--- src/rtl/seq_signed_multiplier.sv ---
// Iterative signed multiplier: magnitudes are multiplied by radix-2 shift-add over WIDTH
// cycles and the sign is reapplied. Define SEQ_MULT_ACC_EN for multiply-accumulate mode.
module seq_signed_multiplier #(
  parameter int WIDTH = 16
) (
  input  logic                      clk,
  input  logic                      rst_n,
  input  logic                      in_valid,
  output logic                      in_ready,
  input  logic signed [WIDTH-1:0]   a,
  input  logic signed [WIDTH-1:0]   b,
`ifdef SEQ_MULT_ACC_EN
  input  logic                      acc_clr,
`endif
  output logic                      out_valid,
  input  logic                      out_ready,
  output logic signed [2*WIDTH-1:0] r,
  output logic                      busy
);

  localparam int PW = 2 * WIDTH;
  localparam int CW = (WIDTH > 2) ? $clog2(WIDTH) : 1;

  typedef enum logic [1:0] {IDLE, RUN, DONE} state_t;

  state_t          state, state_nxt;
  logic [WIDTH-1:0] a_mag, b_mag;
  logic            sign;
  logic [PW-1:0]   p, p_nxt, addend, prod;
  logic [CW-1:0]   cnt;
  logic            last;

  // |x| as an unsigned value; the most negative operand maps to 2^(WIDTH-1) exactly.
  function automatic logic [WIDTH-1:0] mag(input logic signed [WIDTH-1:0] x);
    logic [WIDTH-1:0] u;
    u = x;
    return x[WIDTH-1] ? (~u + WIDTH'(1)) : u;
  endfunction

  function automatic logic [PW-1:0] apply_sign(input logic [PW-1:0] x, input logic s);
    return s ? (~x + PW'(1)) : x;
  endfunction

  assign last   = (cnt == CW'(WIDTH - 1));
  assign addend = b_mag[cnt] ? ({{WIDTH{1'b0}}, a_mag} << cnt) : '0;
  assign p_nxt  = p + addend;
  assign prod   = apply_sign(p_nxt, sign);

`ifdef SEQ_MULT_ACC_EN
  logic          acc_clr_q;
  logic [PW-1:0] acc, acc_nxt;
  assign acc_nxt = (acc_clr_q ? '0 : acc) + prod;
`endif

  always_ff @(posedge clk) begin
    if (!rst_n) state <= IDLE;
    else        state <= state_nxt;
  end

  always_comb begin
    state_nxt = state;
    in_ready  = 1'b0;
    out_valid = 1'b0;
    busy      = 1'b0;
    case (state)
      IDLE: begin
        in_ready = 1'b1;
        if (in_valid) state_nxt = RUN;
      end
      RUN: begin
        busy = 1'b1;
        if (last) state_nxt = DONE;
      end
      DONE: begin
        busy      = 1'b1;
        out_valid = 1'b1;
        if (out_ready) state_nxt = IDLE;
      end
      default: state_nxt = IDLE;
    endcase
  end

  always_ff @(posedge clk) begin
    if (!rst_n) begin
      a_mag <= '0;
      b_mag <= '0;
      sign  <= 1'b0;
      p     <= '0;
      cnt   <= '0;
      r     <= '0;
`ifdef SEQ_MULT_ACC_EN
      acc_clr_q <= 1'b0;
      acc       <= '0;
`endif
    end else begin
      case (state)
        IDLE: begin
          if (in_valid && in_ready) begin
            a_mag <= mag(a);
            b_mag <= mag(b);
            sign  <= a[WIDTH-1] ^ b[WIDTH-1];
            p     <= '0;
            cnt   <= '0;
`ifdef SEQ_MULT_ACC_EN
            acc_clr_q <= acc_clr;
`endif
          end
        end
        RUN: begin
          p   <= p_nxt;
          cnt <= cnt + CW'(1);
          // Final iteration: the result is registered on the RUN->DONE edge.
          if (last) begin
`ifdef SEQ_MULT_ACC_EN
            acc <= acc_nxt;
            r   <= acc_nxt;
`else
            r   <= prod;
`endif
          end
        end
        default: ;
      endcase
    end
  end

endmodule

--- config.mk ---
export PLATFORM = sky130hd
export DESIGN_NAME = seq_signed_multiplier
export DESIGN_NICKNAME = d
export VERILOG_FILES = /design/src/rtl/seq_signed_multiplier.sv
export SDC_FILE = /design/constraint.sdc
export NUM_CORES = 1
export LEC_CHECK = 0
export CORE_ASPECT_RATIO = 1.1
export CORE_MARGIN = 5
export CORE_UTILIZATION = 36
export DETAILED_ROUTE_END_ITERATION = 6
export SYNTH_ARGS = -nofsm -noshare
export SYNTH_HDL_FRONTEND = slang
export SYNTH_SLANG_ARGS = --single-unit
--- constraint.sdc ---
create_clock -name clk -period 5.9 [get_ports clk]
set_clock_uncertainty 0.05 [all_clocks]
set_input_delay 1.475 -clock clk [delete_from_list [all_inputs] [get_ports clk]]
set_output_delay 1.475 -clock clk [all_outputs]
set_load 0.01 [all_outputs]
==> impl_results.md, run 1 <==
- Die Y: 167 um
- Final WS setup: 0.537 ns
- WL met2: 10400 um
- PortBufs: 70
- CTS Buf Count: 9
- Final Wtd Congestion: 0.926
- Synth-to-layout area growth: 16.6%
- Layout Nets: 1185
- Remaining DRCs: 0
- Setup tns final: 0 ns
- Critical-path maximum fanout: 22
- # fillers: 2270
- Worst Path Arrival: 5.61 ns
- Status: complete, no violations
- Avg Cell Area, Syn: 7.51 um2
- Max cap viols: 0
- Fmax: 186 MHz
- Top routing layer in use: met4
- Met1 wire length: 10800 um
- Die area: 25400 um2
- First-pass GRT wire length: 36900 um
- Via count: 7815
- Core area: 22000 um2
- Chip width: 152 um
- Fin crit share: 90.9%
- FFs w/ async S/R, synth: 0%
- Antenna viol nets, final: 0
- CP Class: reg2reg
- Starting Density: 36.4%
- Deepest clock path buffer count: 2
- Synth unique cells: 79
- Worst setup SP type: flip-flop
- Fin. max-slew vios: 0
- DP HPWL: 17400 um
- Global Route Usage Sum: 17.3%
- # setup viols final: 0
- Number of synthesized flops with an enable pin: 0
- Final min period: 5.36 ns
- Max IR drop VDD: 0.116 mV
- Initial antenna violation count: 0
- Gr ovfl total: 0
- Largest net degree at the start of global routing: 46
- Worst Tran Pin Value: 0.849 ns
- Leakage: 3.45 nW
- TritonCTS clock tree: yes
- Postcts setup bufs: 0
- Wire length on met3: 950 um
- Clock root buffer: clkbuf_16
- PwrDens: 191 nW/um2
- Pre-CTS worst setup slack: 0.586 ns
- Tot Pwr: 1.79 mW
- Drt initial violations: 515
- Net count after synthesis: 1144
- Vias in the first global route: 7322
- Final hold violations: 0
- DRT Wirelength: 22600 um
- Cts hold-fix bufs: 0
- Mapped Cells: 1069
- Maximum level of the CTS H-tree: 3
- Antenna diodes: 0
- First-pass DRT Iterations: 6
- Ports: 71
- Mapped Area: 8030 um2
- Max_slew headroom: 43.3%
- Clk_lat worst skew: 0.37 ns
- Drt wl/cell: 16.1 um
- Seq/Total Area, Yosys: 25.7%
- Share of layout cells above drive strength 1: 7.00%
- Synth warn: 0
- CP Capture Type: flip-flop
- Drt via density: 5.54
- RSZ-0062 raised after global routing: no
- Number of synthesized register bits: 103
- Clock sink count: 103
- Hold crit path type: reg2reg
- Most used DFF post-synth: dfxtp_1
- Cts repair resizes: 0
- Clk slew on worst S/H paths: 0.08 ns
- Worst path required time: 6.14 ns
- Number of cell rows: 57
-- state kept, by name, summed over array words and instances, names as in the netlist --
signal  count
a_mag      16
b_mag      16
cnt         4
p          32
r          32
sign        1
state       2
-- cell families (layout without fill, tap and decap cells) --
family,after synthesis,count (layout),share of synthesized area (%)
compound gates,339,339,28.4
xor+xnor,63,63,6.88
fa+ha+maj,39,39,6.17
buf+inv,89,135,4.30
flops,103,103,25.7
mux,35,35,5.08
simple gates,401,401,23.5
-- metal layers --
| layer | up-vias | global-route usage (%) |
|---|---|---|
| met1 | 3585 | 22.9 |
| met5 | - | 0 |
| met2 | 186 | 29.3 |
| met4 | 0 | 5.51 |
| li1 | 4017 | - |
| met3 | 27 | 2.36 |
-- area by class of cell --
cell class	count	area [um2]	share of cell area [%]
Timing Repair Buffer	98	923	9.87
Clock buffer	10	239	2.55
Inverter	21	78.8	0.842
Tap cell	295	369	3.94
Clock inverter	6	60.1	0.642
Sequential cell	103	2060	22.0
Multi-Input combinational cell	877	5630	60.1
-- cell usage after synthesis (all sizes together), types with 12 or more instances --
| library cell | n | area share (%) |
|---|---|---|
| nor2 | 146 | 6.8 |
| a21o | 12 | 1.1 |
| clkbuf | 57 | 2.7 |
| mux2i | 25 | 3.1 |
| o21ai | 63 | 4.0 |
| a211oi | 61 | 5.8 |
| xnor2 | 24 | 2.6 |
| or3 | 14 | 1.1 |
| a22oi | 27 | 2.5 |
| a21oi | 88 | 5.9 |
| ha | 38 | 5.9 |
| nand2 | 105 | 4.9 |
| nand3 | 22 | 1.4 |
| nor3 | 19 | 1.2 |
| dfxtp | 103 | 26 |
| nand4 | 14 | 1.1 |
| inv | 19 | 0.89 |
| xor2 | 39 | 4.3 |
| and2 | 24 | 1.9 |
-- report_power, final --
part / internal, mW / switching, mW / total, mW / leakage (nW)
logic: 0.163 / 0.264 / 0.427 / 2.47
registers: 0.721 / 0.0184 / 0.739 / 0.836
clock network: 0.311 / 0.313 / 0.624 / 0.149
-- worst paths after layout --
check	end	startpoint	slack, ns	cells after the start
worst max-delay path	r[29]$_SDFFE_PN0P_	cnt[0]$_SDFFE_PN0P_	0.54	18
worst min-delay path	b_mag[15]$_SDFFE_PN0P_	b_mag[15]$_SDFFE_PN0P_	0.40	2
worst max register to register	r[29]$_SDFFE_PN0P_	cnt[0]$_SDFFE_PN0P_	0.54	18
worst min register to register	b_mag[15]$_SDFFE_PN0P_	b_mag[15]$_SDFFE_PN0P_	0.40	2
-- stage by stage --
stage                     utilization (%)  hold WS [ns]  cells  instance area (um2)
after CTS                            42.5         0.405   1410                 9360
after floorplan                         -         0.379   1069                 8030
after global placement               41.1         0.390   1394                 9060
final                                42.5         0.403   1410                 9360
after detailed placement             41.1         0.394   1394                 9060
after global routing                 42.5         0.419   1410                 9360
-- worst max-delay path: stages (launching register included) --
cell and delay (ns):
dfxtp_1 0.35, buf_4 0.18, buf_4 0.25, inv_1 0.21, o21ai_0 0.37, mux2i_1 0.15
and2_1 0.18, a211oi_1 0.26, ha_1 0.40, a21oi_1 0.19, o21ai_1 0.13, a2111o_1 0.43
o21a_2 0.16, or3_1 0.37, a2111o_1 0.50, nor4_4 0.50, nand2_2 0.10, or3_1 0.31
a31oi_1 0.16
-- placed cells by master, fill, tap and decap left out, types with 12 or more instances in the layout --
master           count
nor2_1             145
nand2_1            104
dfxtp_1            103
a21oi_1             84
clkdlybuf4s50_1     70
a211oi_1            60
o21ai_0             57
xor2_1              39
ha_1                38
a22oi_1             27
buf_4               27
mux2i_1             25
and2_1              24
xnor2_1             24
nand3_1             22
nor3_1              19
inv_1               18
nand4_1             14
or3_1               14
a21o_1              12
Power figures use the tool's default switching activity.
==> run 2, diff against run 1 <==
CORE_UTILIZATION = 25   (was 36)
==> impl_results.md, run 2 (synthesis results as in run 1) <==
- Status: complete, no violations (unchanged)
- PwrDens: 190 nW/um2 (was 191 nW/um2)
- Fin. max-slew vios: 0 (unchanged)
- Final WS setup: 0.583 ns (was 0.537 ns)
- Clock root buffer: clkbuf_16 (unchanged)
- Antenna viol nets, final: 0 (unchanged)
- Cts repair resizes: 0 (unchanged)
- Vias in the first global route: 7584 (was 7322)
- Worst Path Arrival: 5.57 ns (was 5.61 ns)
- Leakage: 3.48 nW (was 3.45 nW)
- Drt via density: 5.15 (was 5.54)
- Seq pwr share: 40.7% (was 41.3%)
- Min-delay src: r[2]$_SDFFE_PN0P_ (was b_mag[15]$_SDFFE_PN0P_)
- TritonCTS clock tree: yes (unchanged)
- Maximum level of the CTS H-tree: 3 (unchanged)
- Met3 usage: 2.15% (was 2.36%)
- Reg2Reg Depth: 16 (was 18)
- Core area: 31600 um2 (was 22000 um2)
- Clock power frac: 35.4% (was 34.9%)
- Internal Power: 1.20 mW (about the same)
- DRT Wirelength: 24400 um (was 22600 um)
- Crit path max-delay cell type: mux4_2 (was a2111o_1)
- Most Used Layer, Global Route: met2 (unchanged)
- Worst Hold End: r[2]$_SDFFE_PN0P_ (was b_mag[15]$_SDFFE_PN0P_)
- Setup tns final: 0 ns (unchanged)
- Drt wl/cell: 15.8 um (was 16.1 um)
- Die Y: 198 um (was 167 um)
- Clk slew on worst S/H paths: 0.08 ns (about the same)
- M1 GR Usage: 18.4% (was 22.9%)
- Tot Pwr: 1.82 mW (was 1.79 mW)
- Synth-to-layout area growth: 19.1% (was 16.6%)
- Max IR drop VDD: 0.140 mV (was 0.116 mV)
- Initial antenna violation count: 0 (unchanged)
- Fmax: 188 MHz (was 186 MHz)
- Met2 usage: 21.3% (was 29.3%)
- Die area: 35800 um2 (was 25400 um2)
- Starting Density: 25.4% (was 36.4%)
- Max cap viols: 0 (unchanged)
- Antenna diodes: 0 (unchanged)
- Layout Nets: 1189 (was 1185)
- Worst setup SP type: flip-flop (unchanged)
- Pre-CTS worst setup slack: 0.572 ns (was 0.586 ns)
- CP top delay family: compound AO/OA/AOI/OAI gates (unchanged)
- # setup viols final: 0 (unchanged)
- Hold path depth: 2 (unchanged)
- CTS Buf Count: 9 (unchanged)
- Final min period: 5.32 ns (was 5.36 ns)
- Sw Ratio: 34.2% (was 33.2%)
- Via count: 7932 (was 7815)
- Final hold violations: 0 (unchanged)
- CP Capture Type: flip-flop (unchanged)
- Post-Layout Cell Count: 1539 (was 1410)
- CP Class: reg2reg (unchanged)
- Global Route Usage Sum: 13.6% (was 17.3%)
- Logic pwr share: 23.9% (was 23.8%)
- Postcts setup bufs: 0 (unchanged)
- Net Switching: 621 uW (was 595 uW)
- Max incr delay on CP: 0.55 ns (was 0.50 ns)
- Crit-path cells: buf_4, mux4_2, o21bai_1, and2_1, a211oi_1, ha_1, a21oi_2, o21ai_1, a2111o_1, o21a_2, or3_1, a2111o_1, nor4_4, nand2_2, or3_1, a31oi_1 (was buf_4, buf_4, inv_1, o21ai_0, mux2i_1, and2_1, a211oi_1, ha_1, a21oi_1, o21ai_1, a2111o_1, o21a_2, or3_1, a2111o_1, nor4_4, nand2_2, or3_1, a31oi_1)
- Drt initial violations: 542 (was 515)
- RSZ-0062 raised after global routing: no (unchanged)
- Worst reg2reg setup slack: 0.58 ns (was 0.54 ns)
- Hold crit path type: reg2reg (unchanged)
- First-pass GRT wire length: 39900 um (was 36900 um)
- Worst Tran Pin Value: 0.926 ns (was 0.849 ns)
- Clock sink count: 103 (unchanged)
- Max_slew headroom: 38.3% (was 43.3%)
- Final Wtd Congestion: 0.937 (was 0.926)
- Fin crit share: 90.1% (was 90.9%)
- Most frequent cells in the layout: 145 x nor2_1, 104 x nand2_1, 103 x dfxtp_1, 84 x a21oi_1, 70 x clkdlybuf4s50_1 (unchanged)
- Deepest clock path buffer count: 2 (unchanged)
- Critical-path maximum fanout: 29 (was 22)
- PortBufs: 70 (unchanged)
- Worst path required time: 6.15 ns (was 6.14 ns)
- Share of layout cells above drive strength 1: 7.24% (was 7.00%)
- DP HPWL: 19000 um (was 17400 um)
- Chip width: 181 um (was 152 um)
- Reg2reg start: cnt[0]$_SDFFE_PN0P_ (unchanged)
- CP Buf/Inv Count: 1 (was 3)
- Inst Count DP: 1523 (was 1394)
- First-pass DRT Iterations: 7 (was 6)
- Ports: 71 (unchanged)
- Cts hold-fix bufs: 0 (unchanged)
- Top flop regs: p: 32 flops, r: 32 flops (unchanged)
- Fin Hold WS: 0.402 ns (was 0.403 ns)
- FF-to-FF End: r[29]$_SDFFE_PN0P_ (unchanged)
- Remaining DRCs: 0 (unchanged)
- Most common cell after layout, fill and taps aside: nor2_1 (unchanged)
- Number of cell rows: 68 (was 57)
- # fillers: 3387 (was 2270)
- Largest net degree at the start of global routing: 62 (was 46)
- Clk_lat worst skew: 0.38 ns (was 0.37 ns)
- Gr ovfl total: 0 (unchanged)
[run 2: cell count changes in the layout (fill, tap and decap cells not counted), sizes merged]
cell / before / now
buf: 28 / 32
inv: 24 / 25
clkbuf: 10 / 9
[run 2: through the flow]
step                area [um2]  util [%]
global route              9560      30.3
finish                    9560      30.3
detailed placement        9250      29.3
CTS                       9560      30.3
floorplan                 8030         -
global placement          9250      29.3
[run 2: routing by layer]
metal | part of all wire, % | vias up
met1 | 48 | 3659
met3 | 3.2 | 42
met5 | 0 | -
li1 | - | 4040
met4 | 3.9 | 0
met2 | 44 | 191
[run 2: final cells by class]
type | count | area, um2 | share of cell area [%]
Clock buffer | 9 | 225 | 2.36
Multi-Input combinational cell | 877 | 5630 | 58.8
Tap cell | 420 | 526 | 5.50
Timing Repair Buffer | 102 | 953 | 9.97
Inverter | 21 | 78.8 | 0.825
Sequential cell | 103 | 2060 | 21.6
Clock inverter | 7 | 88.8 | 0.929
[run 2: power by group through the flow]
stage	sequential, mW	clock [mW]	combinational (mW)
after global routing	0.744	0.690	0.483
after detailed placement	0.757	0	0.435
after floorplan	0.749	0	0.296
final	0.740	0.643	0.434
after global placement	0.756	0	0.430
after CTS	0.741	0.665	0.436
[run 2: worst max path at each step]
stage / start / end / slack, ns / cells after the start
global placement: cnt[0]$_SDFFE_PN0P_ / r[29]$_SDFFE_PN0P_ / 0.66 / 19
floorplan: cnt[0]$_SDFFE_PN0P_ / r[26]$_SDFFE_PN0P_ / 0.50 / 20
detailed placement: cnt[0]$_SDFFE_PN0P_ / r[29]$_SDFFE_PN0P_ / 0.57 / 16
CTS: cnt[0]$_SDFFE_PN0P_ / r[29]$_SDFFE_PN0P_ / 0.55 / 16
finish: cnt[0]$_SDFFE_PN0P_ / r[29]$_SDFFE_PN0P_ / 0.58 / 16
global route: cnt[0]$_SDFFE_PN0P_ / r[29]$_SDFFE_PN0P_ / 0.006 / 16
[run 2: tightest hold or removal path, cell delays in order (launching register included)]
cell	delay, ns
dfxtp_1	0.31
nand2_1	0.05
a21oi_1	0.05
==> run 3, diff against run 2 <==
CORE_ASPECT_RATIO = 0.75   (was 1.1)
SLEW_MARGIN = 20   (was unset)
==> impl_results.md, run 3 (synthesis results as in run 1) <==
- Status: complete, no violations (unchanged)
- Final hold violations: 0 (unchanged)
- Ports: 71 (unchanged)
- Share of layout cells above drive strength 1: 7.17% (was 7.24%)
- PortBufs: 70 (unchanged)
- Global Route Usage Sum: 13.5% (was 13.6%)
- Worst path required time: 6.14 ns (was 6.15 ns)
- Leakage: 3.47 nW (was 3.48 nW)
- Most frequent cells in the layout: 145 x nor2_1, 104 x nand2_1, 103 x dfxtp_1, 84 x a21oi_1, 70 x clkdlybuf4s50_1 (unchanged)
- CTS Buf Count: 9 (unchanged)
- Hold crit path type: reg2reg (unchanged)
- Synth-to-layout area growth: 18.7% (was 19.1%)
- Vias in the first global route: 7115 (was 7584)
- Number of cell rows: 56 (was 68)
- CP Buf/Inv Count: 2 (was 1)
- RSZ-0062 raised after global routing: no (unchanged)
- Initial antenna violation count: 0 (unchanged)
- # setup viols final: 0 (unchanged)
- Gr ovfl total: 0 (unchanged)
- Fin. max-slew vios: 0 (unchanged)
- Max_slew headroom: 39.4% (was 38.3%)
- Final Wtd Congestion: 0.915 (was 0.937)
- Drt wl/cell: 16.3 um (was 15.8 um)
- CP Class: reg2reg (unchanged)
- Setup tns final: 0 ns (unchanged)
- Clock sink count: 103 (unchanged)
- DRT Wirelength: 24700 um (was 24400 um)
- Clk slew on worst S/H paths: 0.08 ns (about the same)
- Chip width: 217 um (was 181 um)
- Drt via density: 5.28 (was 5.15)
- Maximum level of the CTS H-tree: 3 (unchanged)
- Die Y: 165 um (was 198 um)
- Antenna viol nets, final: 0 (unchanged)
- Drt initial violations: 615 (was 542)
- Remaining DRCs: 0 (unchanged)
- CP Capture Type: flip-flop (unchanged)
- Top flop regs: p: 32 flops, r: 32 flops (unchanged)
- Dpl cell area: 9170 um2 (was 9250 um2)
- Cts hold-fix bufs: 0 (unchanged)
- Pre-CTS worst setup slack: 0.279 ns (was 0.572 ns)
- Deepest clock path buffer count: 2 (unchanged)
- Max IR drop VDD: 0.114 mV (was 0.140 mV)
- Max incr delay on CP: 0.53 ns (was 0.55 ns)
- Fin crit share: 93.7% (was 90.1%)
- Final Cell Area: 9530 um2 (was 9560 um2)
- Final WS setup: 0.371 ns (was 0.583 ns)
- Most common cell after layout, fill and taps aside: nor2_1 (unchanged)
- PwrDens: 197 nW/um2 (was 190 nW/um2)
- TritonCTS clock tree: yes (unchanged)
- Worst Path Arrival: 5.76 ns (was 5.57 ns)
- Final min period: 5.53 ns (was 5.32 ns)
- Via count: 8030 (was 7932)
- First-pass GRT wire length: 39100 um (was 39900 um)
- First-pass DRT Iterations: 5 (was 7)
- Clk_lat worst skew: 0.37 ns (was 0.38 ns)
- Tot Pwr: 1.88 mW (was 1.82 mW)
- Die area: 35800 um2 (about the same)
- Antenna diodes: 0 (unchanged)
- Worst setup SP type: flip-flop (unchanged)
- Fmax: 181 MHz (was 188 MHz)
- Util after Layout: 30.3% (about the same)
- Largest net degree at the start of global routing: 72 (was 62)
- Clock root buffer: clkbuf_16 (unchanged)
- Max cap viols: 0 (unchanged)
- Core area: 31500 um2 (was 31600 um2)
- Starting Density: 25.5% (was 25.4%)
- Crit path max-delay cell type: dfxtp_1 (was mux4_2)
- CP top delay family: compound AO/OA/AOI/OAI gates (unchanged)
- Worst Tran Pin Value: 0.907 ns (was 0.926 ns)
- Crit-path cells: buf_4, inv_1, o21ai_0, mux2i_1, and2_1, a211oi_1, ha_1, a21oi_1, o21ai_1, a2111o_1, o21a_2, or3_1, a2111o_1, or4_1, o21ai_1, xor2_1, a211oi_1 (was buf_4, mux4_2, o21bai_1, and2_1, a211oi_1, ha_1, a21oi_2, o21ai_1, a2111o_1, o21a_2, or3_1, a2111o_1, nor4_4, nand2_2, or3_1, a31oi_1)
- DP HPWL: 18900 um (was 19000 um)
- Critical-path maximum fanout: 24 (was 29)
- Layout Nets: 1185 (was 1189)
run 3: worst reg2reg max path, delay by kind of cell, from the launching register on:
family	cells	cell delay [ns]
and+or+nand+nor	3	1.10
adders and majority gates	1	0.39
buffers and inverters	2	0.59
xor gates and xnor gates	1	0.08
muxes	1	0.19
DFF	1	0.53
AOI/OAI and AO/OA	9	2.52
run 3: where the power goes:
part	total, mW	internal (mW)	switching (mW)
sequential	0.742	0.721	0.0209
combinational	0.442	0.167	0.275
clock	0.692	0.390	0.302
total	1.88	1.28	0.598
run 3: through the flow:
stage / instances / hold slack [ns]
4_1_cts: 1519 / 0.407
3_3_place_gp: 1503 / 0.391
3_5_place_dp: 1503 / 0.395
5_1_grt: 1521 / 0.431
2_1_floorplan: 1069 / 0.379
6_report: 1521 / 0.402
run 3: worst paths after layout:
path	start	to	slack (ns)	cells after the start
max	cnt[0]$_SDFFE_PN0P_	r[26]$_SDFFE_PN0P_	0.37	17
max reg2reg	cnt[0]$_SDFFE_PN0P_	r[26]$_SDFFE_PN0P_	0.37	17
min reg2reg	r[2]$_SDFFE_PN0P_	r[2]$_SDFFE_PN0P_	0.40	2
min	r[2]$_SDFFE_PN0P_	r[2]$_SDFFE_PN0P_	0.40	2
run 3: layout make-up:
class	instances	area (um2)
fill	3374	21900
timing repair buffer	98	911
inverter	21	78.8
sequential	103	2060
clock inverter	6	96.3
clock buffer	10	239
tap	406	508
multi-input combinational	877	5630
run 3: timing repair:
action / CTS / global route
resized for setup: 0 / 3
endpoints found under the setup margin: 0 / 10
buffers inserted: 0 / 2
endpoints found under the hold margin: 0 / 0
run 3: layer usage:
metal	global-route usage [%]	routed length, um
met4	2.30	233
met2	19.6	10200
met3	2.99	1390
met1	20.5	12900
met5	0	0
